===== src/rtl/sdram_arbiter.sv =====
// sdram_arbiter
//   Shares the single processor-side port of the SDRAM controller between the
//   instruction-fetch port (read-only) and the data port (read/write).
//   Round-robin arbitration in IDLE, then the granted request is registered
//   onto the controller port and the enable/busy handshake is sequenced:
//     IDLE -> ISSUE (enable up, wait for busy=1)
//          -> WAIT  (wait for busy=0, capture read_data)
//          -> DONE  (one-cycle ack) -> IDLE
//
// Ports
//   clock, reset         : clock, asynchronous active-low reset
//   i_req/i_addr/i_size  : instruction read request (level, held until i_ack)
//   i_ack/i_rdata        : one-cycle completion pulse / last instruction read data
//   d_req/d_wr/d_addr/d_size/d_wdata : data request (level, held until d_ack)
//   d_ack/d_rdata        : one-cycle completion pulse / last data read data
//   rd_enable/wr_enable/address/rd_wr_size/write_data : to controller
//   busy/read_data       : from controller (read_data valid once busy falls)
//   arb_busy             : high whenever the arbiter is not in IDLE
//
// DATA_WIDTH has to stay 64: rd_wr_size tops out at a double-word.

module sdram_arbiter #(
  parameter int ADDR_WIDTH = 26,
  parameter int DATA_WIDTH = 64
) (
  input  logic                  clock,
  input  logic                  reset,
  input  logic                  i_req,
  input  logic [ADDR_WIDTH-1:0] i_addr,
  input  logic [1:0]            i_size,
  output logic                  i_ack,
  output logic [DATA_WIDTH-1:0] i_rdata,
  input  logic                  d_req,
  input  logic                  d_wr,
  input  logic [ADDR_WIDTH-1:0] d_addr,
  input  logic [1:0]            d_size,
  input  logic [DATA_WIDTH-1:0] d_wdata,
  output logic                  d_ack,
  output logic [DATA_WIDTH-1:0] d_rdata,
  output logic                  rd_enable,
  output logic                  wr_enable,
  output logic [ADDR_WIDTH-1:0] address,
  output logic [1:0]            rd_wr_size,
  output logic [DATA_WIDTH-1:0] write_data,
  input  logic                  busy,
  input  logic [DATA_WIDTH-1:0] read_data,
  output logic                  arb_busy
);

  typedef enum logic [1:0] {IDLE, ISSUE, WAIT, DONE} state_t;

  state_t state;
  logic   last_d;   // last grant went to the data port
  logic   gnt_d;    // current transaction belongs to the data port
  logic   gnt_rd;   // current transaction is a read (capture read_data)

  always_ff @(posedge clock or negedge reset) begin
    if (!reset) begin
      state      <= IDLE;
      last_d     <= 1'b1;  // so the instruction port wins the first tie
      gnt_d      <= 1'b0;
      gnt_rd     <= 1'b0;
      rd_enable  <= 1'b0;
      wr_enable  <= 1'b0;
      address    <= '0;
      rd_wr_size <= '0;
      write_data <= '0;
      i_ack      <= 1'b0;
      d_ack      <= 1'b0;
      i_rdata    <= '0;
      d_rdata    <= '0;
      arb_busy   <= 1'b0;
    end else begin
      case (state)
        IDLE: begin
          // Instruction port wins when alone, or on a tie if data went last.
          if (i_req && (!d_req || last_d)) begin
            address    <= i_addr;
            rd_wr_size <= i_size;
            rd_enable  <= 1'b1;
            gnt_d      <= 1'b0;
            gnt_rd     <= 1'b1;
            last_d     <= 1'b0;
            arb_busy   <= 1'b1;
            state      <= ISSUE;
          end else if (d_req) begin
            address    <= d_addr;
            rd_wr_size <= d_size;
            write_data <= d_wdata;
            rd_enable  <= ~d_wr;
            wr_enable  <= d_wr;
            gnt_d      <= 1'b1;
            gnt_rd     <= ~d_wr;
            last_d     <= 1'b1;
            arb_busy   <= 1'b1;
            state      <= ISSUE;
          end
        end
        // Controller port is held stable; no timeout by design.
        ISSUE: if (busy) state <= WAIT;
        WAIT: begin
          if (!busy) begin
            rd_enable <= 1'b0;
            wr_enable <= 1'b0;
            if (gnt_d) begin
              d_ack <= 1'b1;
              if (gnt_rd) d_rdata <= read_data;
            end else begin
              i_ack   <= 1'b1;
              i_rdata <= read_data;
            end
            state <= DONE;
          end
        end
        // DONE plus the following IDLE keep the enables low for >= 2 cycles.
        DONE: begin
          i_ack    <= 1'b0;
          d_ack    <= 1'b0;
          arb_busy <= 1'b0;
          state    <= IDLE;
        end
        default: state <= IDLE;
      endcase
    end
  end

endmodule


===== config.mk =====
export PLATFORM = sky130hd
export DESIGN_NAME = sdram_arbiter
export DESIGN_NICKNAME = d
export VERILOG_FILES = /design/src/rtl/sdram_arbiter.sv
export SDC_FILE = /design/constraint.sdc
export NUM_CORES = 1
export LEC_CHECK = 0
export BUFFER_PORTS_ARGS = -buffer_cell sky130_fd_sc_hd__buf_2
export CAP_MARGIN = 25
export CORE_AREA = 2 2 161 163
export CTS_BUF_LIST = sky130_fd_sc_hd__clkbuf_8
export CTS_CLUSTER_SIZE = 12
export DETAILED_ROUTE_END_ITERATION = 16
export DIE_AREA = 0 0 163 165
export GPL_ROUTABILITY_DRIVEN = 1
export PLACE_DENSITY = 0.66
export SYNTH_ARGS = -nofsm -noshare
export SYNTH_HDL_FRONTEND = slang
export SYNTH_SLANG_ARGS = --single-unit

===== constraint.sdc =====
create_clock -name clock -period 3.8 [get_ports clock]
set_input_delay 0.57 -clock clock [delete_from_list [all_inputs] [get_ports clock]]
set_output_delay 0.57 -clock clock [all_outputs]
set_load 0.05 [all_outputs]

* Word-level counts from Yosys, hierarchy flattened
Index checks and enable logic that the tools add are counted.
Word-level totals: bits of input ports 190, logic and storage cells 72, register bits 230, memory bits (writable) 0, bits in read-only memories 0, latch bits 0, memories kept 0
Operators by class: add/subtract/negate cells 0, shifts and indexed selects 0, $lt $le $gt $ge 0, multiply operators 0, reductions and logical operators 18, bitwise operators 4, div/mod/pow operators 0, equal/unequal tests 10, mux-type cells 26
Operators by type and width (count):
- 26-bit 2-to-1 mux | 2
- 3-bit AND reduction | 6
- 1-bit 2-to-1 mux | 12
- 2-bit 2-to-1 mux | 6
- 2-bit inequality test (second input constant) | 6
- 1-bit case mux with 2 select lines | 5
- 2-bit case mux with 4 select lines | 1
- 4-bit AND reduction | 2
- 2-bit nonzero test | 4
- 2-bit equality test (second input constant) | 2
- 1-bit inverter | 4
- 2-bit AND reduction | 2
- 3-bit inequality test (second input constant) | 1
- 2-bit by 1-bit equality test with 1-bit output (second input constant) | 1
- 2-bit zero test | 1
- 1-bit logical AND | 1
- 1-bit zero test | 1
- 1-bit logical OR | 1

* Longest topological paths before layout
depth in word-level cells 5, gate-level depth with buffers 7, mapped depth without buffers 5

* Worst setup path before layout
No wires, ideal clock.
kind register to register, start point reg state[0], end point reg i_rdata[15], arrival time 1.645 ns, stages on the path, launching flop included 7, slack 2.030 ns, library setup time 0.125 ns, required time 3.675 ns, clock period less this slack 1.770 ns, path through dfrtp_1 -> inv_1 -> ha_1 -> nor3b_2 -> buf_2 -> buf_4 -> mux2_2
On the way: cells in the longest elaborated chain, start to end 2
RTL lines:
- start, declared | RTL line 52 | state_t state;
- start signal, assigned | RTL line 59 | state <= IDLE;
- start signal, assigned | RTL line 85 | state <= ISSUE;
- start signal, assigned | RTL line 96 | state <= ISSUE;
- 2-bit equality test | RTL line 74 | case (state)
- 3-bit AND reduction (no source line)
- end signal, assigned | RTL line 110 | i_rdata <= read_data;
- end, declared | RTL line 32 | output logic [DATA_WIDTH-1:0] i_rdata,
Every way passes these cells. A chain may end at the register's enable or synchronous reset.

* Worst setup path after layout
start point in i_req, end point reg write_data[3]
On the way: cells in the longest elaborated chain, start to end 3
RTL lines:
- start, declared | RTL line 28 | input logic i_req,
- 1-bit logical AND | RTL line 77 | if (i_req && (!d_req || last_d)) begin
- 1-bit inverter (no source line)
- 3-bit AND reduction (no source line)
- end signal, assigned | RTL line 89 | write_data <= d_wdata;
- end, declared | RTL line 44 | output logic [DATA_WIDTH-1:0] write_data,
Every way passes these cells.

==> flow_summary_export.csv <==
group,metric,value,unit
run_status,status,"completed",
logic_synthesis,ys.warnings.count,0,
setup_path,start_kind,"input pin",
sta,period_minus_slack,2.088,ns
logic_synthesis,yosysSeqAreaShare,63.84,%
finish,area_growth,35.23,%
logic_synthesis,synth_enable_flop_cells,0,
sta,finalClockSkew,0.005574,ns
finish,nets,1243,
sta,rsz0062_at_grt,"false",
sta,timing.final.hold_violations,0,
clocking,clk_pin_slew,0.05,ns
place,dp_cells,1337,
setup_path,cp.required,4.19,ns
logic_synthesis,async_reset_ff_share,100.0,%
sta,finalMaxSlewViolations,0,
detailed_routing,wirelength,23.36,mm
global_routing,grt_max_degree,81,
finish,fin_cells,1402,
global_routing,antenna_found_initial,0,
worst_hold_path,hold_class,"input pin to async pin",
global_routing,grt_overflow_total,0,
flow_run,drv_cap,0,
finish,diodes,0,
floorplanning,initial_core_util,36.02,%
finish,layout-drive-gt1-share,63.15,%
floorplanning,die_area,26900,sq um
detailed_routing,drc,0,
floorplanning,design.core.area,25040,sq um
clocking,cts_resized,0,
place,pre_cts_slack,1.223,ns
floorplanning,die_x,163,microns
clocking,clock_sinks,230,
clocking,cts_setup_buffers,0,
setup_path,cp_max_fo,64,
floorplanning,die_height,165,microns
clocking,ctsRootBufferMaster,"clkbuf_8",
setup_path,endpoint_kind,"flop",
global_routing,grt_pass1_vias,6816,
logic_synthesis,synthesis.area,9017,sq um
floorplanning,io_pins,415,
setup_path,r2r_slack,1.77,ns
place,dpl.hpwl,16.56,mm
detailed_routing,wl_per_cell,16.66,microns
setup_path,cp.arrival,2.48,ns
logic_synthesis,yosysTopAreaCell,"dfrtp_1",
global_routing,grt_first_pass_wirelength,35.66,mm
logic_synthesis,synthTopCellsByCount,"dfrtp_1 (229), mux2_2 (194), nor2_1 (33), o21ai_0 (31), a31oi_1 (30)",
logic_synthesis,synthCells,622,
detailed_routing,viasPerCell,4.762,
logic_synthesis,synth-seq-cells,230,
sta,fin_ws,1.712,ns
sta,fin_tns_setup,0,ns
detailed_routing,drtPass1Iterations,4,
place,io_buffers,414,
logic_synthesis,yosysTopAreaCellShare,63.55,%
floorplanning,rows,58,
sta,setup_violations,0,
detailed_routing,via_count,6677,
clocking,clk_path_buf_depth,3,
detailed_routing,final_antenna_net_count,0,
clocking,cts_buffers,39,
logic_synthesis,syn_avg_cell_area,14.50,sq um
sta,period_share,54.94,%
setup_path,crit_type,"input pin to flop",
global_routing,track_usage,16.71,%
sta,tightestPinTransition,0.8258,ns
clocking,cts_hold_buf,0,
place,place_congestion,0.7783,
logic_synthesis,synth_ff_type,"dfrtp_1",
logic_synthesis,ys_top_cells_by_area,"dfrtp_1 (64%), mux2_2 (24%), a31oi_1 (2.1%)",
sta,clock.fmax,479.0,MHz
sta,relSlewSlack,44.94,%
clocking,cts_tree,"built",
clocking,worst_skew_pair.late_latency,0.51,ns
clocking,htreeDepth,2,
logic_synthesis,synth_nets,817,
detailed_routing,drt_iter0_markers,359,
logic_synthesis,ys_types,31,
logic_synthesis,post-synth-top-count-cell,"dfrtp_1",
-- worst paths after layout --
check                         startpoint              to  cells past startpoint
max reg2reg                     state[0]      i_rdata[8]                      5
max in group asynchronous          reset     i_rdata[48]                      2
min                                reset     d_rdata[40]                      1
min reg2reg                write_data[9]   write_data[9]                      1
max                                i_req   write_data[3]                      5
min in group clock           d_wdata[32]  write_data[32]                      2
-- per-layer routing --
layer  vias up  global-route usage (%)  part of all wire, %  wire length, microns
li1       3081                       -                    -                     -
met1      3240                   19.36                   38                  8927
met2       315                   28.99                   50                 11660
met3        41                   5.927                  9.8                  2287
met4         0                   5.310                  2.0                   478
met5         -                       0                    0                     0
-- layout make-up --
cell class | count | area (sq um)
Clock buffer | 50 | 688.2
Clock inverter | 15 | 63.81
Fill cell | 2303 | 12840
Inverter | 7 | 26.28
Multi-Input combinational cell | 346 | 3039
Sequential cell | 230 | 5757
Tap cell | 330 | 412.9
Timing Repair Buffer | 424 | 2207
-- logic make-up after synthesis --
logic type / share of synthesized area [%]
adder cells (fa/ha/maj): 0.6938
AO/OA/AOI/OAI: 6.494
flip-flops: 63.84
AND/OR/NAND/NOR: 2.179
multiplexers: 24.23
buffers and inverters: 2.567
-- sequential cells by signal, summed over array words and instances, names as in the netlist --
register and cells:
gnt_rd 1, i_ack 1, arb_busy 1, write_data 64
d_rdata 64, rd_enable 1, address 26, i_rdata 64
d_ack 1, wr_enable 1, last_d 1, rd_wr_size 2
gnt_d 1, state 2
-- critical path, stage by stage --
cell and delay, ns:
buf_2 0.52, a21boi_2 0.16, nand2_2 0.10, buf_4 0.61, mux2_2 0.41
-- placed cells by master, fill, tap and decap left out, types with 3 or more instances in the layout --
cell | synthesis | final
buf_2 | 13 | 413
dfrtp_1 | 229 | 229
mux2_2 | 194 | 194
clkbuf_8 | 0 | 50
nor2_1 | 33 | 33
o21ai_0 | 31 | 30
a31oi_1 | 30 | 30
a21oi_1 | 29 | 29
inv_1 | 7 | 18
buf_4 | 11 | 6
ha_1 | 5 | 5
buf_12 | 0 | 4
o21ai_1 | 3 | 3
clkinv_2 | 0 | 3
-- per-stage QoR --
step	util, %	hold WS (ns)	instance area [sq um]
5_1_grt	48.71	0.07327	12190
6_report	48.71	0.05237	12190
3_5_place_dp	45.70	0.4873	11440
2_1_floorplan	-	0.2744	9017
4_1_cts	48.71	0.05634	12190
3_3_place_gp	45.70	0.4771	11440
Power is not shown: default switching activity piles up to over one toggle a cycle in this logic, so the estimate is an artifact.
